===== src/rtl/mole_hit_encoder_if.sv =====
// Keypad-side bundle for mole_hit_encoder: scan drive/sense plus debounced hole code.
// MOLE_HIT_MASK_EN adds the active-mole mask input and the key_hit output.
interface mole_hit_encoder_if;
    logic [3:0] keypad_row;
    logic [3:0] keypad_col;
    logic [4:0] key_position;
    logic       key_valid;
    logic       key_held;
`ifdef MOLE_HIT_MASK_EN
    logic [15:0] mole16bit;
    logic        key_hit;

    modport slave (
        input  keypad_row,
        input  mole16bit,
        output keypad_col,
        output key_position,
        output key_valid,
        output key_held,
        output key_hit
    );

    modport master (
        output keypad_row,
        output mole16bit,
        input  keypad_col,
        input  key_position,
        input  key_valid,
        input  key_held,
        input  key_hit
    );
`else
    modport slave (
        input  keypad_row,
        output keypad_col,
        output key_position,
        output key_valid,
        output key_held
    );

    modport master (
        output keypad_row,
        input  keypad_col,
        input  key_position,
        input  key_valid,
        input  key_held
    );
`endif
endinterface


===== src/rtl/mole_hit_encoder.sv =====
// 4x4 keypad scanner, frame debouncer and hole encoder (0..15 = hole, 16 = none).
// Optional MOLE_HIT_MASK_EN adds mole16bit/key_hit on the interface.
//
// state | meaning
// COL0  | column 0 driven low, rows sampled on last dwell cycle
// COL1  | column 1 driven low
// COL2  | column 2 driven low
// COL3  | column 3 driven low; last dwell cycle is frame end
module mole_hit_encoder #(
    parameter int SCAN_DIV        = 4,
    parameter int DEBOUNCE_FRAMES = 3
) (
    input logic           clk,
    input logic           rst,
    mole_hit_encoder_if.slave kp
);

    localparam int DW = (SCAN_DIV > 1) ? $clog2(SCAN_DIV) : 1;
    localparam int SW = (DEBOUNCE_FRAMES > 1) ? $clog2(DEBOUNCE_FRAMES) : 1;
    localparam logic [DW-1:0] DWELL_LAST = DW'(SCAN_DIV - 1);
    localparam logic [SW-1:0] STABLE_MAX = SW'(DEBOUNCE_FRAMES - 1);
    localparam logic [4:0]    NO_KEY     = 5'd16;

    typedef enum logic [1:0] {
        COL0 = 2'd0,
        COL1 = 2'd1,
        COL2 = 2'd2,
        COL3 = 2'd3
    } col_state_e;

    col_state_e    state_q, state_d;
    logic [DW-1:0] dwell_q, dwell_d;
    logic [4:0]    acc_q, acc_d;
    logic [4:0]    last_q, last_d;
    logic [SW-1:0] stable_q, stable_d;
    logic [4:0]    pos_q, pos_d;
    logic          valid_q, valid_d;
    logic          held_q, held_d;

    logic [1:0]    col_idx;
    logic          dwell_last;
    logic [4:0]    cand;
    logic [4:0]    merged;

    assign col_idx    = state_q;
    assign dwell_last = (dwell_q == DWELL_LAST);

    always_ff @(posedge clk) begin
        if (rst) begin
            state_q  <= COL0;
            dwell_q  <= '0;
            acc_q    <= NO_KEY;
            last_q   <= NO_KEY;
            stable_q <= '0;
            pos_q    <= NO_KEY;
            valid_q  <= 1'b0;
            held_q   <= 1'b0;
        end else begin
            state_q  <= state_d;
            dwell_q  <= dwell_d;
            acc_q    <= acc_d;
            last_q   <= last_d;
            stable_q <= stable_d;
            pos_q    <= pos_d;
            valid_q  <= valid_d;
            held_q   <= held_d;
        end
    end

    always_comb begin
        state_d = state_q;
        if (dwell_last) begin
            case (state_q)
                COL0:    state_d = COL1;
                COL1:    state_d = COL2;
                COL2:    state_d = COL3;
                COL3:    state_d = COL0;
                default: state_d = COL0;
            endcase
        end
    end

    // Lowest pressed row in the driven column gives the lowest code for that column.
    always_comb begin
        cand = NO_KEY;
        for (int r = 3; r >= 0; r--) begin
            if (!kp.keypad_row[r]) begin
                cand = {1'b0, r[1:0], col_idx};
            end
        end
        merged = (cand < acc_q) ? cand : acc_q;
    end

    always_comb begin
        dwell_d  = dwell_q + 1'b1;
        acc_d    = acc_q;
        last_d   = last_q;
        stable_d = stable_q;
        pos_d    = pos_q;
        valid_d  = 1'b0;
        held_d   = held_q;

        if (dwell_last) begin
            dwell_d = '0;
            if (state_q != COL3) begin
                acc_d = merged;
            end else begin
                acc_d = NO_KEY;
                if (merged == last_q) begin
                    if (stable_q != STABLE_MAX) begin
                        stable_d = stable_q + 1'b1;
                    end
                end else begin
                    last_d   = merged;
                    stable_d = '0;
                end
                // Release never strobes; any change to a real hole does.
                if ((stable_d == STABLE_MAX) && (last_d != pos_q)) begin
                    pos_d   = last_d;
                    held_d  = (last_d != NO_KEY);
                    valid_d = (last_d != NO_KEY);
                end
            end
        end
    end

    assign kp.keypad_col   = ~(4'b0001 << col_idx);
    assign kp.key_position = pos_q;
    assign kp.key_valid    = valid_q;
    assign kp.key_held     = held_q;

`ifdef MOLE_HIT_MASK_EN
    // Mask is looked at during the strobe cycle itself, so no extra register.
    assign kp.key_hit = valid_q & kp.mole16bit[pos_q[3:0]];
`endif

endmodule


===== src/flat_wrapper.sv =====
// flat-port wrapper written by rule: the top's interface ports become plain ports
module mole_hit_encoder_flat 
#(
    parameter int SCAN_DIV        = 4,
    parameter int DEBOUNCE_FRAMES = 3
)
  (clk, rst, kp_keypad_row, kp_keypad_col, kp_key_position, kp_key_valid, kp_key_held);
  mole_hit_encoder_if kp_i ();
  input logic clk;
  input logic rst;
  input wire logic [$bits(kp_i.keypad_row)-1:0] kp_keypad_row;
  output wire logic [$bits(kp_i.keypad_col)-1:0] kp_keypad_col;
  output wire logic [$bits(kp_i.key_position)-1:0] kp_key_position;
  output wire logic [$bits(kp_i.key_valid)-1:0] kp_key_valid;
  output wire logic [$bits(kp_i.key_held)-1:0] kp_key_held;
  assign kp_i.keypad_row = kp_keypad_row;
  assign kp_keypad_col = kp_i.keypad_col;
  assign kp_key_position = kp_i.key_position;
  assign kp_key_valid = kp_i.key_valid;
  assign kp_key_held = kp_i.key_held;
  mole_hit_encoder #(.SCAN_DIV(SCAN_DIV), .DEBOUNCE_FRAMES(DEBOUNCE_FRAMES)) u_core (.clk(clk), .rst(rst), .kp(kp_i));
endmodule

===== config.mk =====
export PLATFORM = sky130hd
export DESIGN_NAME = mole_hit_encoder_flat
export DESIGN_NICKNAME = d
export VERILOG_FILES = /design/src/rtl/mole_hit_encoder_if.sv /design/src/rtl/mole_hit_encoder.sv /design/src/flat_wrapper.sv
export SDC_FILE = /design/constraint.sdc
export NUM_CORES = 1
export LEC_CHECK = 0
export BUFFER_PORTS_ARGS = -buffer_cell sky130_fd_sc_hd__buf_2
export CAP_MARGIN = 15
export CELL_PAD_IN_SITES_DETAIL_PLACEMENT = 2
export CELL_PAD_IN_SITES_GLOBAL_PLACEMENT = 2
export CORE_MARGIN = 3
export CORE_UTILIZATION = 37
export CTS_BUF_LIST = sky130_fd_sc_hd__clkbuf_2
export DETAILED_ROUTE_END_ITERATION = 8
export GPL_TIMING_DRIVEN = 0
export PLACE_DENSITY_LB_ADDON = 0.25
export SYNTH_ARGS = -nofsm -noshare
export SYNTH_HDL_FRONTEND = slang
export SYNTH_SLANG_ARGS = --single-unit

===== constraint.sdc =====
create_clock -name clk -period 3.75 [get_ports clk]
set_input_delay 0 -clock clk [delete_from_list [all_inputs] [get_ports clk]]
set_output_delay 0 -clock clk [all_outputs]
set_load 0.02 [all_outputs]

==> parameters.txt, run 1 <==
Parameter                              Value

Clocking
  Clock latency on the worst-skew pair ... roughly 380 ps
  TritonCTS Sinks ... 23
  Number of buffers created by CTS ... 3
  Maximum count of clock buffers along a single path ... 2
  Clock tree from TritonCTS ... built
  Clock edge transition at the registers on the reported setup and hold paths ... around 260 ps
  Library cell used as clock root buffer ... sky130_fd_sc_hd__clkbuf_2
  Level count of the clock H-tree ... 1

Critical path
  Number of buffers and inverters on the critical path ... 1
  CP top delay family ... simple AND/OR/NAND/NOR gates
  Data arrival time at the worst-slack endpoint ... 3750 ps
  List of cells traversed by the critical path ... nand2_1, inv_1, ha_1, nand4_2, a311oi_4, nand2b_1, mux2_2, or4_1, nor4_1, nor3_1
  Type of element capturing the critical path ... flip-flop
  Critical path startpoint category ... flip-flop
  Max Fanout on Critical Path ... 7
  Worst path max stage delay ... roughly 600 ps
  R2R depth ... 10
  Worst Setup Path Type ... reg2reg
  CP max-delay cell ... sky130_fd_sc_hd__or4_1
  Logic depth of the worst setup path including buffers ... 10
  Critical path data required time ... ~4000 ps

Synthesis
  Number of instances in the synthesized netlist ... 200
  Primary FF master, synth ... sky130_fd_sc_hd__dfxtp_1
  Average footprint of a synthesized cell ... 8.35 µm²
  Number of register bits inferred by synthesis ... 23
  Sequential fraction of the synthesis area ... between 20 and 30%
  Async set-or-reset flop fraction in the synthesized netlist ... 0%
  Syn_nets ... 217
  Count of flip-flops with a built-in enable after synthesis ... 0
  Ys Warns ... 0
  Cell variety after synth ... 52
  Combined area of all synthesized cells ... 1670 µm²

GRT
  Overflow left after global routing ... 0
  Number of global-route vias before repair ... 1809
  Initial antenna violation count ... 0
  Wire length of the first global-routing pass ... 9430 µm
  Total track usage ... between 20% and 30%
  Largest net degree at the start of global routing ... 15

Timing
  Setup repair after global routing missed its margin ... false
  Total setup violations reported at the end of the flow ... 0
  Final Hold Viols ... 0
  Max Freq ... 286 MHz
  Transition time at the pin with the least slew margin ... around 840 ps
  Pins over their slew limit ... 0
  Time the final worst path needs with I/O delays and setup ... 3500 ps
  Layout Skew ... 29.2 ps
  Final clock period utilization by the worst path ... just over 90%
  Slew headroom ... 43.6%

Layout
  Combined flip-flop and latch cell area ... 462 µm²
  Most frequent cells in the layout ... sky130_fd_sc_hd__nor2_1, sky130_fd_sc_hd__dfxtp_1, sky130_fd_sc_hd__inv_1
  Area delta synth->final ... 11.2%
  Final Instance Area ... 1860 µm²
  Fraction of layout instances using a drive strength above 1 ... 17.6%
  Net total in the final layout ... 239
  Final Core Density ... 44.5%
  Count of filler cells inserted in the layout ... roughly 500
  Leading cell type in the layout, fill and taps excluded ... sky130_fd_sc_hd__nor2_1
  Diodes inserted ... 0
  Total area of multi-input combinational cells ... 1120 µm²

Floorplanning
  Core Area ... 4170 µm²
  Width of the die ... 73.2 µm
  Floorplan row count ... 23
  Num ports ... 17
  Vertical die dimension ... 73.2 µm
  Initial cell density of the core ... 40.0%
  Die area ... 5360 µm²

Placement
  Placed cell areas ... between 1500 and 2000 µm²
  Weighted congestion reported at the end of routability-driven placement ... 0.845
  Dpl hpwl ... approximately 4600 µm
  Number of port buffers ... 15

Power
  Leakage dissipation ... 0.000732 µW
  Power per unit of standard cell area ... roughly 260 nW/µm²
  Peak supply drop ... 0.228 mV

Drt
  DR iter-0 viols ... 68
  Residual DRC count ... 0
  Vias per cell ... between 6 and 7
  Antenna violation net count after detailed routing ... 0
  Vias after detailed routing ... 1637
  Routed wire length ... 5850 µm
  Detailed-routing iteration count for the pre-antenna-repair pass ... 6
  Routed wire per std cell ... 21.6 µm

Flow run
  Max-Cap Viols ... 0

Min path
  Number of cells on the worst hold path ... 2
  Worst min-delay path category ... in2reg

Status
  Outcome ... finished, final reports clean
-- layout make-up --
cell class	instances	area share [%]
well taps	50	3.37
clock buffers	3	0.809
inverters	19	3.84
plain buffers	6	1.48
flip-flops and latches	23	24.9
multi-input cells	152	60.4
repair buffers	17	4.85
clock inverters	1	0.404
-- power breakdown --
part / switching [µW] / leakage (µW) / internal (µW) / total (µW)
sequential: 5.44 / 0.000186 / 250 / 256
clock: 85.9 / 0.0000126 / 24.7 / 111
combinational: 77.1 / 0.000534 / 42.5 / 120
total: 168 / 0.000732 / 318 / 486
-- flip-flops by register name, indices dropped and copies added (netlist names) --
| signal | flops |
|---|---|
| u_core.stable_q | 2 |
| u_core.last_q | 5 |
| u_core.col_idx | 2 |
| u_core.acc_q | 5 |
| u_core.kp.key_held | 1 |
| u_core.dwell_q | 2 |
| u_core.kp.key_position | 5 |
| u_core.kp.key_valid | 1 |
-- worst reg2reg max path: stages (launching register included) --
cell and delay (ps):
sky130_fd_sc_hd__dfxtp_1 420, sky130_fd_sc_hd__nand2_1 210, sky130_fd_sc_hd__inv_1 70, sky130_fd_sc_hd__ha_1 340, sky130_fd_sc_hd__nand4_2 220, sky130_fd_sc_hd__a311oi_4 450
sky130_fd_sc_hd__nand2b_1 280, sky130_fd_sc_hd__mux2_2 420, sky130_fd_sc_hd__or4_1 600, sky130_fd_sc_hd__nor4_1 280, sky130_fd_sc_hd__nor3_1 80
-- cell families (layout without fill, tap and decap cells) --
group           Yosys count  count (layout)  share of synthesized area (%)
fa+ha+maj                11              11                           8.24
flops                    23              23                           27.6
mux                       7               7                           4.34
simple gates             75              75                           25.0
buf+inv                  25              46                           5.92
compound gates           52              52                           25.2
xor+xnor                  7               7                           3.67
-- Yosys cell counts, types with 2 or more instances --
library cell                count  area (µm²)
sky130_fd_sc_hd__nand4_1        2        12.5
sky130_fd_sc_hd__o21ai_0        6        30.0
sky130_fd_sc_hd__o22ai_1        5        31.3
sky130_fd_sc_hd__a41oi_1        2        17.5
sky130_fd_sc_hd__and2_1         2        12.5
sky130_fd_sc_hd__mux2i_1        5        50.1
sky130_fd_sc_hd__or4_1          3        22.5
sky130_fd_sc_hd__nor4_1         3        18.8
sky130_fd_sc_hd__dfxtp_1       23         460
sky130_fd_sc_hd__nand2_1       14        52.6
sky130_fd_sc_hd__a21oi_1        4        20.0
sky130_fd_sc_hd__mux2_2         2        22.5
sky130_fd_sc_hd__nand4_2        2        25.0
sky130_fd_sc_hd__xnor2_1        4        35.0
sky130_fd_sc_hd__a211oi_1       6        45.0
sky130_fd_sc_hd__o21a_1         2        15.0
sky130_fd_sc_hd__nor3_1         4        20.0
sky130_fd_sc_hd__a2bb2oi_1      3        26.3
sky130_fd_sc_hd__inv_1         19        71.3
sky130_fd_sc_hd__nor2b_1        6        37.5
sky130_fd_sc_hd__nand2b_1       4        25.0
sky130_fd_sc_hd__nand3_1        4        20.0
sky130_fd_sc_hd__a32oi_1        2        17.5
sky130_fd_sc_hd__xor2_1         3        26.3
sky130_fd_sc_hd__a211oi_2       2        25.0
sky130_fd_sc_hd__clkbuf_1       4        15.0
sky130_fd_sc_hd__nor2_1        23        86.3
sky130_fd_sc_hd__a31oi_1        3        18.8
sky130_fd_sc_hd__ha_1          11         138
sky130_fd_sc_hd__o211ai_1       5        37.5
-- metrics by stage --
| step | std cells | hold slack [ps] | TNS (ps) | power, µW | setup WS, ps |
|---|---|---|---|---|---|
| 5_1_grt | 271 | 73.7 | 0 | 510 | 52.0 |
| 3_3_place_gp | 265 | 412 | -10.3 | 365 | -10.3 |
| 2_1_floorplan | 200 | 329 | 0 | 338 | 704 |
| 3_5_place_dp | 265 | 423 | -1200 | 377 | -203 |
| 4_1_cts | 269 | 69.3 | 0 | 487 | 4.84 |
| 6_report | 271 | 67.2 | 0 | 486 | 255 |
-- routing by layer --
metal,wire (µm),part of all wire [%],GRT usage [%]
met5,0,0,0
met4,164,2.8,9.02
met3,139,2.4,2.75
met2,3080,53,42.7
met1,2470,42,27.8
-- what timing repair did --
action                     CTS  global route
gates resized for setup      0             3
setup buffers                0             2
hold buffers                 0             0
setup endpoints to repair    0             9
-- final timing paths --
kind,start,end,slack [ps]
setup reg to reg,u_core.col_idx[1],u_core.kp.key_position[2],250
hold / removal,rst,u_core.stable_q[0],70
hold reg to reg,u_core.dwell_q[0],u_core.dwell_q[0],450
setup / recovery,u_core.col_idx[1],u_core.kp.key_position[2],250
Note: power is estimated with default switching activity, not from simulation.
==> run 2: changes to the inputs <==
- SETUP_SLACK_MARGIN: not set -> 0.5
==> parameters.txt, run 2 (synthesis results as in run 1) <==
Parameter                              Value

Status
  Outcome ... finished, final reports clean

Layout
  Final Instance Area ... 1940 µm² (+4.5%)
  Leading cell type in the layout, fill and taps excluded ... sky130_fd_sc_hd__nor2_1
  Diodes inserted ... 0 (unchanged)
  Area delta synth->final ... 16.2%
  Most frequent cells in the layout ... sky130_fd_sc_hd__nor2_1, sky130_fd_sc_hd__dfxtp_1, sky130_fd_sc_hd__inv_1
  Fraction of layout instances using a drive strength above 1 ... 23.0% (+5.4 points)
  Net total in the final layout ... 244 (+2.1%)

Clocking
  Level count of the clock H-tree ... 1 (unchanged)
  TritonCTS Sinks ... 23 (unchanged)
  Clock latency on the worst-skew pair ... 390 ps (about the same)
  Clock edge transition at the registers on the reported setup and hold paths ... 270 ps (about the same)
  Maximum count of clock buffers along a single path ... 2 (unchanged)
  Library cell used as clock root buffer ... sky130_fd_sc_hd__clkbuf_2
  Clock tree from TritonCTS ... built
  Number of buffers created by CTS ... 3 (unchanged)

Floorplanning
  Num ports ... 17 (unchanged)
  Vertical die dimension ... 73.2 µm (unchanged)
  Width of the die ... 73.2 µm (unchanged)
  Floorplan row count ... 23 (unchanged)
  Core Area ... 4170 µm² (unchanged)
  Die area ... 5360 µm² (unchanged)
  Initial cell density of the core ... 40.0% (unchanged)

Placement
  Number of port buffers ... 15 (unchanged)
  Weighted congestion reported at the end of routability-driven placement ... 0.845 (unchanged)
  Dpl hpwl ... 4620 µm (unchanged)
  Placed cell areas ... 1810 µm² (unchanged)

GRT
  Number of global-route vias before repair ... 1827 (+1.0%)
  Initial antenna violation count ... 0 (unchanged)
  Total track usage ... 23.8% (+0.35 points)
  Overflow left after global routing ... 0 (unchanged)
  Largest net degree at the start of global routing ... 15 (unchanged)
  Wire length of the first global-routing pass ... 9560 µm (+1.3%)

Drt
  Wire length on met2 ... 3240 µm (+5.3%)
  Detailed-routing iteration count for the pre-antenna-repair pass ... 4 (-2)
  Vias after detailed routing ... 1677 (+2.4%)
  Residual DRC count ... 0 (unchanged)
  Met1 Wirelength ... 2730 µm (+11%)
  DR iter-0 viols ... 41 (-40%)
  Routed wire length on met3 ... 120 µm (-14%)
  Antenna violation net count after detailed routing ... 0 (unchanged)
  Routed wire per std cell ... 22.6 µm (+4.9%)
  Vias per cell ... 6.08 (+0.59%)
  Routed wire length ... 6240 µm (+6.8%)
  Topmost layer with routed signal wires ... met4

Timing
  Time the final worst path needs with I/O delays and setup ... 3150 ps (-344 ps)
  Final Hold Viols ... 0 (unchanged)
  Setup repair after global routing missed its margin ... false
  Transition time at the pin with the least slew margin ... 631 ps (-206 ps)
  Max Freq ... 317 MHz (+11%)
  Total setup violations reported at the end of the flow ... 0 (unchanged)
  Layout Skew ... 25.4 ps (-3.74 ps)
  Pins over their slew limit ... 0 (unchanged)
  Final clock period utilization by the worst path ... 84.0% (-9.2 points)
  Slew headroom ... 57.9% (+14 points)
  WHS ... 71.0 ps (+3.86 ps)

Critical path
  Worst Setup Path Type ... reg2reg
  Worst flop-to-flop path endpoint ... u_core.kp.key_position[1]
  Critical path startpoint category ... flip-flop
  Type of element capturing the critical path ... flip-flop
  Max Fanout on Critical Path ... 5 (-2)
  Capture point of the worst path ... u_core.kp.key_position[1]
  Data arrival time at the worst-slack endpoint ... 3460 ps (-290 ps)
  R2R Setup Slk ... 600 ps (+340 ps)
  Critical path data required time ... 4060 ps (+50 ps)
  Launching point of the worst reg2reg path ... u_core.acc_q[2]
  Origin of the worst setup path ... u_core.acc_q[2]
  R2R depth ... 10 (unchanged)

Power
  Leakage dissipation ... 0.000761 µW (+4.0%)
  Peak supply drop ... 0.224 mV (-2.1%)
  Power, Total ... 503 µW (+3.6%)
  Power per unit of standard cell area ... 259 nW/µm² (-0.89%)

Min path
  Worst min-delay path category ... in2reg
  Number of cells on the worst hold path ... 2 (unchanged)
  Worst Min Path Start ... rst

Flow run
  Max-Cap Viols ... 0 (unchanged)
-- run 2: per-stage QoR --
| stage | cells | setup slack (ps) | setup TNS, ps | utilization (%) |
|---|---|---|---|---|
| after floorplan | 200 | 704 | 0 | - |
| after global placement | 265 | -10.3 | -10.3 | 43.3 |
| after detailed placement | 265 | -203 | -1200 | 43.3 |
| after CTS | 273 | 514 | 0 | 45.2 |
| after global routing | 276 | 486 | 0 | 46.5 |
| final | 276 | 599 | 0 | 46.5 |
-- run 2: worst min-delay path by stage --
stage | to | slack, ps
2_1_floorplan | u_core.col_idx[1] | 330
3_3_place_gp | u_core.dwell_q[0] | 410
3_5_place_dp | u_core.dwell_q[0] | 420
4_1_cts | u_core.stable_q[1] | 70
5_1_grt | u_core.stable_q[1] | 90
6_report | u_core.dwell_q[1] | 70
-- run 2: worst max-delay path, cell delays in order (launching register included) --
cell and delay, ps:
sky130_fd_sc_hd__dfxtp_1 420, sky130_fd_sc_hd__inv_1 130, sky130_fd_sc_hd__ha_1 370, sky130_fd_sc_hd__and3_4 220, sky130_fd_sc_hd__a221oi_4 390, sky130_fd_sc_hd__mux2i_4 350, sky130_fd_sc_hd__buf_4 180, sky130_fd_sc_hd__xor2_1 60
sky130_fd_sc_hd__or4_4 540, sky130_fd_sc_hd__and4_4 230, sky130_fd_sc_hd__a211oi_2 190
-- run 2: report_power, final --
part	total [µW]	switching, µW	internal (µW)	leakage (µW)
logic	133	84.1	48.7	0.000561
clock network	115	90.2	24.7	0.0000126
registers	256	5.56	250	0.000187
-- run 2: final cells by class --
| cell class | count | area, µm² |
|---|---|---|
| inverters | 19 | 71.3 |
| well taps | 50 | 62.6 |
| clock buffers | 3 | 15.0 |
| plain buffers | 6 | 27.5 |
| flip-flops and latches | 23 | 467 |
| fillers | 484 | 2230 |
| multi-input cells | 152 | 1160 |
| repair buffers | 22 | 128 |
| clock inverters | 1 | 7.51 |
-- run 2: repair_timing --
item | in CTS | in global routing
buffers inserted | 4 | 3
resized for setup | 7 | 8
pin swaps | 3 | 0
setup endpoints to repair | 9 | 6
hold buffers | 0 | 0
-- run 2: routing by layer --
| metal | GRT usage (%) | vias to the layer above |
|---|---|---|
| met5 | 0 | - |
| met4 | 9.63 | 0 |
| met3 | 2.75 | 14 |
| met2 | 42.9 | 27 |
| met1 | 28.4 | 851 |
| li1 | - | 785 |
